$ cat src/rtl/led_shift_controller.sv
// LED shift-register driver: serialises led_vals MSB-first with a latch pulse
// per frame, and generates a PWM output-enable from brightness.
module led_shift_controller #(
   parameter int WIDTH    = 8,
   parameter int PWM_BITS = 8
) (
   input  logic                clk,
   input  logic                reset_n,
   input  logic [WIDTH-1:0]    led_vals,
   input  logic [PWM_BITS-1:0] brightness,
   output logic                serial_clk,
   output logic                serial_out,
   output logic                latch_enable,
   output logic                output_enable_n
);

   localparam int CW = (WIDTH > 1) ? $clog2(WIDTH) : 1;
   localparam logic [CW-1:0] LAST = CW'(WIDTH - 1);

   typedef enum logic [1:0] {
      S_LOAD,
      S_CLK_HIGH,
      S_CLK_LOW,
      S_LATCH
   } state_t;

   state_t              state_q, state_d;
   logic [WIDTH-1:0]    sr_q, sr_d;
   logic [WIDTH-1:0]    sr_shift;
   logic [CW-1:0]       cnt_q, cnt_d;
   logic                sclk_q, sclk_d;
   logic                sout_q, sout_d;
   logic                latch_q, latch_d;
   logic [PWM_BITS-1:0] pwm_q, pwm_d;
   logic [PWM_BITS-1:0] bright_q, bright_d;
   logic [PWM_BITS-1:0] bright_eff;
   logic                oe_n_q, oe_n_d;

   assign sr_shift = sr_q << 1;

   always_comb begin
      state_d = state_q;
      sr_d    = sr_q;
      cnt_d   = cnt_q;
      sclk_d  = sclk_q;
      sout_d  = sout_q;
      latch_d = latch_q;
      unique case (state_q)
         S_LOAD: begin
            sr_d    = led_vals;
            sout_d  = led_vals[WIDTH-1];
            sclk_d  = 1'b0;
            latch_d = 1'b0;
            cnt_d   = '0;
            state_d = S_CLK_HIGH;
         end
         S_CLK_HIGH: begin
            sclk_d  = 1'b1;
            state_d = (cnt_q == LAST) ? S_LATCH : S_CLK_LOW;
         end
         S_CLK_LOW: begin
            sclk_d  = 1'b0;
            sr_d    = sr_shift;
            sout_d  = sr_shift[WIDTH-1];
            cnt_d   = cnt_q + 1'b1;
            state_d = S_CLK_HIGH;
         end
         S_LATCH: begin
            sclk_d  = 1'b0;
            latch_d = 1'b1;
            state_d = S_LOAD;
         end
         default: state_d = S_LOAD;
      endcase
   end

   // The period-start cycle compares against the live input so a new
   // brightness shows up on the very first edge of its period.
   always_comb begin
      pwm_d      = pwm_q + 1'b1;
      bright_eff = (pwm_q == '0) ? brightness : bright_q;
      bright_d   = bright_eff;
      oe_n_d     = !(pwm_q < bright_eff);
   end

   always_ff @(posedge clk or negedge reset_n) begin
      if (!reset_n) begin
         state_q  <= S_LOAD;
         sr_q     <= '0;
         cnt_q    <= '0;
         sclk_q   <= 1'b0;
         sout_q   <= 1'b0;
         latch_q  <= 1'b0;
         pwm_q    <= '0;
         bright_q <= '0;
         oe_n_q   <= 1'b1;
      end else begin
         state_q  <= state_d;
         sr_q     <= sr_d;
         cnt_q    <= cnt_d;
         sclk_q   <= sclk_d;
         sout_q   <= sout_d;
         latch_q  <= latch_d;
         pwm_q    <= pwm_d;
         bright_q <= bright_d;
         oe_n_q   <= oe_n_d;
      end
   end

   assign serial_clk      = sclk_q;
   assign serial_out      = sout_q;
   assign latch_enable    = latch_q;
   assign output_enable_n = oe_n_q;

endmodule

$ cat config.mk
export PLATFORM = sky130hd
export DESIGN_NAME = led_shift_controller
export DESIGN_NICKNAME = d
export VERILOG_FILES = /design/src/rtl/led_shift_controller.sv
export SDC_FILE = /design/constraint.sdc
export NUM_CORES = 1
export LEC_CHECK = 0
export CAP_MARGIN = 40
export CORE_MARGIN = 2
export CORE_UTILIZATION = 50
export CTS_CLUSTER_DIAMETER = 150
export CTS_CLUSTER_SIZE = 14
export DETAILED_ROUTE_END_ITERATION = 6
export PLACE_DENSITY = 0.74
export SYNTH_ARGS = -nofsm -noshare
export SYNTH_HDL_FRONTEND = slang
export SYNTH_SLANG_ARGS = --single-unit
$ cat constraint.sdc
create_clock -name clk -period 3.6 [get_ports clk]
set_clock_uncertainty 0.1 [all_clocks]
set_input_delay 0.36 -clock clk [delete_from_list [all_inputs] [get_ports clk]]
set_output_delay 0.36 -clock clk [all_outputs]
set_load 0.01 [all_outputs]
* After elaboration in Yosys (flattened, before gate mapping)
Index checks and enable logic that the tools add are counted.
Word-level totals: bits in registers 32, input port bits 18, word-level logic and storage cells 31
Operators by class: add/sub/neg operators 2, magnitude comparators 1, equality and inequality tests 4, multiplexer cells 8, reductions and logical operators 7
Operators with widths (number):
- 7-bit one-hot mux with 2 select lines | 1
- 8-bit by 1-bit adder with 8-bit output, second input constant | 1
- 8-bit logical NOT | 1
- 8-bit < comparator | 1
- 8-bit two-way mux | 1
- 1-bit one-hot mux with 2 select lines | 3
- 2-bit one-hot mux with 3 select lines | 1
- 3-bit one-hot mux with 2 select lines | 1
- 2-bit equality test, second input constant | 2
- 2-bit nonzero test | 2
- 3-bit by 1-bit adder with 3-bit output, second input constant | 1
- 3-bit equality test, second input constant | 1
- 3-bit OR reduction | 1
- 2-bit by 1-bit equality test with 1-bit output, second input constant | 1
- 2-bit logical NOT | 1
- 2-bit OR reduction | 1
- 1-bit logical NOT | 1
- 1-bit two-way mux | 1

* Depth between registers and ports, before layout
depth after elaboration 4, depth in mapped cells 10

* Least setup slack after synthesis
No wires, ideal clock.
path kind reg-to-reg, from reg pwm_q[0], to reg oe_n_q (netlist: output_enable_n), data arrival time 2.165 ns, data required time 3.414 ns, path slack 1.249 ns, cell stages (with the launch flop) 11, buffers on the path 0, period minus slack after synthesis 2.351 ns, path through dfrtp_1 -> inv_1 -> ha_1 -> nor4b_4 -> nand2_4 -> mux2_4 -> inv_2 -> ha_1 -> nand4_1 -> nor2_1 -> a2111o_1
On the way: word-level cells in the longest chain between the ends 4
Ends and longest elaborated chain:
- start, declared | RTL line 34 | logic [PWM_BITS-1:0] pwm_q, pwm_d;
- start signal, assigned | RTL line 104 | pwm_q <= pwm_d;
- 8-bit logical NOT | RTL line 81 | bright_eff = (pwm_q == '0) ? brightness : bright_q;
- 8-bit two-way mux | RTL line 81
- net bright_d[5] | RTL line 35 | logic [PWM_BITS-1:0] bright_q, bright_d;
- 8-bit < comparator | RTL line 83 | oe_n_d = !(pwm_q < bright_eff);
- 1-bit logical NOT | RTL line 83
- net oe_n_d | RTL line 37 | logic oe_n_q, oe_n_d;
- end signal, assigned | RTL line 106 | oe_n_q <= oe_n_d;
- end, declared | RTL line 37
The timed path passes the listed nets, and every way through them passes these cells. A chain may end at the register's enable or synchronous reset.

* Final worst setup path
Ends and elaborated chain as after synthesis.

==> out/qor.txt <==
status -> finished clean
Overflow after GRT -> 0
Worst Setup Start Kind -> register
Routed WL -> 2540 um
sequential-to-total area share from yosys stat -> 50.8%
Max transition margin -> 61.7%
Final Max Slew Viols -> 0
grt peak-use layer -> met2
DP Wirelength -> 1880 um
total number of vias -> 997
maxcap violations -> 0
Overall Global Routing Usage -> 17.9%
Slew @ Worst Pin -> 0.575 ns
buffers added on ports -> 21
dpl ws -> 1.05 ns
Post-route DRC -> 0
# rows -> 20
vias in the first global route -> 1020
Worst EP arrival -> 2.69 ns
Syn-to-layout area delta -> 20.6%
RSZ-0062 raised after global routing -> false
met1 usage -> 21.5%
root buffer cell -> clkbuf_4
Avg Inst Size Synth -> 11.9 sq um
CP Class -> reg -> reg
GP Congestion -> 0.784
Synth cell types -> 28
core region area -> 2980 sq um
Finished Cell Area -> 1840 sq um
warnings from Yosys -> 0
placed standard-cell area -> 1780 sq um
hold slack -> 0.313 ns
Cells after Synth -> 128
initial antenna violation count -> 0
met3 Use GR -> 5.90%
Mapped Area -> 1530 sq um
CTS buffer count -> 5
CTS HTree Levels -> 2
largest net degree at the start of global routing -> 32
Starting Density -> 51.3%
Nets -> 187
DR WL/cell -> 13.5 um
fin crit share -> 70.5%
Hold Buf Count CTS -> 0
worst-skew pair later-pin latency -> 0.32 ns
Die Height -> 59.3 um
peak supply drop -> 0.257 mV
post-CTS setup buffer count -> 0
Clock Sinks -> 31
syn nets -> 161
fin crit period -> 2.54 ns
Cell Pwr Density -> 340 nW/um^2
1st-iter DRT viols -> 30
Worst-path clk slew -> 0.09 ns
hold crit path type -> in -> async
final core utilization -> 61.9%
number of gates resized after CTS -> 0
Seq cells post-synth -> 31
met2 usage -> 28.6%
1st-pass router iterations -> 5
die area -> 3520 sq um
Antenna Violating Nets Remaining -> 0
TritonCTS clock tree -> done
die width -> 59.3 um
share of layout cells above drive strength 1 -> 12.9%
CP max FO -> 8
LEAKAGE -> 0.883 nW
Final setup viols -> 0
setup ws final -> 1.06 ns
predominant post-synthesis flop cell -> dfrtp_1
Final Hold Fails -> 0
# diodes -> 0
EDFF count, synth -> 0
first-pass GRT wire length -> 4530 um
Clock Path Buffers -> 2
Crit. End Element -> register
via/cell ratio -> 5.30
ys async rst share -> 100%
final setup TNS -> 0 ns
Max Freq -> 0.394 GHz
I/O pins -> 22
Worst Path Required -> 3.75 ns
==> cells by family after synthesis <==
logic type,Yosys count,synth area share (%)
compound gates,17,6.87
xor+xnor,6,3.44
mux,18,12.9
flops,31,50.8
fa+ha+maj,15,12.3
buf+inv,14,3.52
simple gates,27,10.1
==> final timing paths <==
check                               from         endpoint  slack, ns  depth (start not counted)
worst max-delay path            pwm_q[0]  output_enable_n       1.06                         10
worst min-delay path             reset_n     latch_enable       0.31                          2
worst max register to register  pwm_q[0]  output_enable_n       1.06                         10
worst min register to register   sr_q[1]          sr_q[2]       0.39                          2
max in group asynchronous        reset_n  output_enable_n       2.77                          2
min in group clk                 sr_q[1]          sr_q[2]       0.39                          2
==> registers in the layout (all words and copies together), names as in the netlist <==
register         cells
bright_q             8
cnt_q                3
latch_enable         1
output_enable_n      1
pwm_q                8
serial_clk           1
serial_out           1
sr_q                 7
state_q              1
==> metal layers <==
layer,wire length (um),part of all wire [%]
met4,53,2.1
met1,1140,45
met5,0,0
met2,1240,49
met3,104,4.1
==> cell usage after synthesis (all sizes together), types with 2 or more instances <==
cell type	number	share of area, %
nand2b	2	0.82
nand2	11	3.2
dfrtp	30	49
inv	11	2.7
nand4	2	0.82
clkbuf	2	0.49
nand3	5	1.6
a22o	2	1.1
a21oi	4	1.3
xnor2	4	2.3
ha	15	12
nor3	2	0.98
nor2	3	0.74
o21ai	8	2.6
mux2i	13	8.5
xor2	2	1.1
mux2	5	4.4
==> final cells by class <==
type                       count  area, sq um
clock buffer                   8         68.8
fill                         248         1130
inverter                      11         41.3
multi-input combinational     83          698
sequential                    31          777
tap                           33         41.3
timing repair buffer          22          218
==> through the flow <==
step	power, W	instances
2_1_floorplan	0.000376	128
3_3_place_gp	0.000407	180
3_5_place_dp	0.000408	180
4_1_cts	0.000638	188
5_1_grt	0.000659	188
6_report	0.000627	188
==> where the power goes <==
group | leakage, nW | switching, W | internal [W]
sequential | 0.374 | 0.00000182 | 0.000354
combinational | 0.470 | 0.0000171 | 0.0000266
clock | 0.0386 | 0.000112 | 0.000115
total | 0.883 | 0.000131 | 0.000496
==> critical path: stages (launching register included) <==
cell      delay [ns]
dfrtp_1         0.41
inv_1           0.12
ha_1            0.18
nor4b_4         0.29
nand2_4         0.17
mux2_4          0.34
inv_2           0.05
ha_1            0.24
a21oi_1         0.14
a21oi_1         0.08
a2111o_1        0.35
==> cell usage in the layout (no fill, tap or decap), drive strengths merged, types with 2 or more instances in the layout <==
master	count
nor3	2
a22o	2
nand2b	2
clkdlybuf4s50	21
nand4	2
dfrtp	30
mux2i	13
o21ai	8
a21oi	4
inv	11
xnor2	4
nand2	11
nand3	5
xor2	2
clkbuf	8
mux2	5
nor2	3
ha	15
Power figures use the tool's default switching activity.
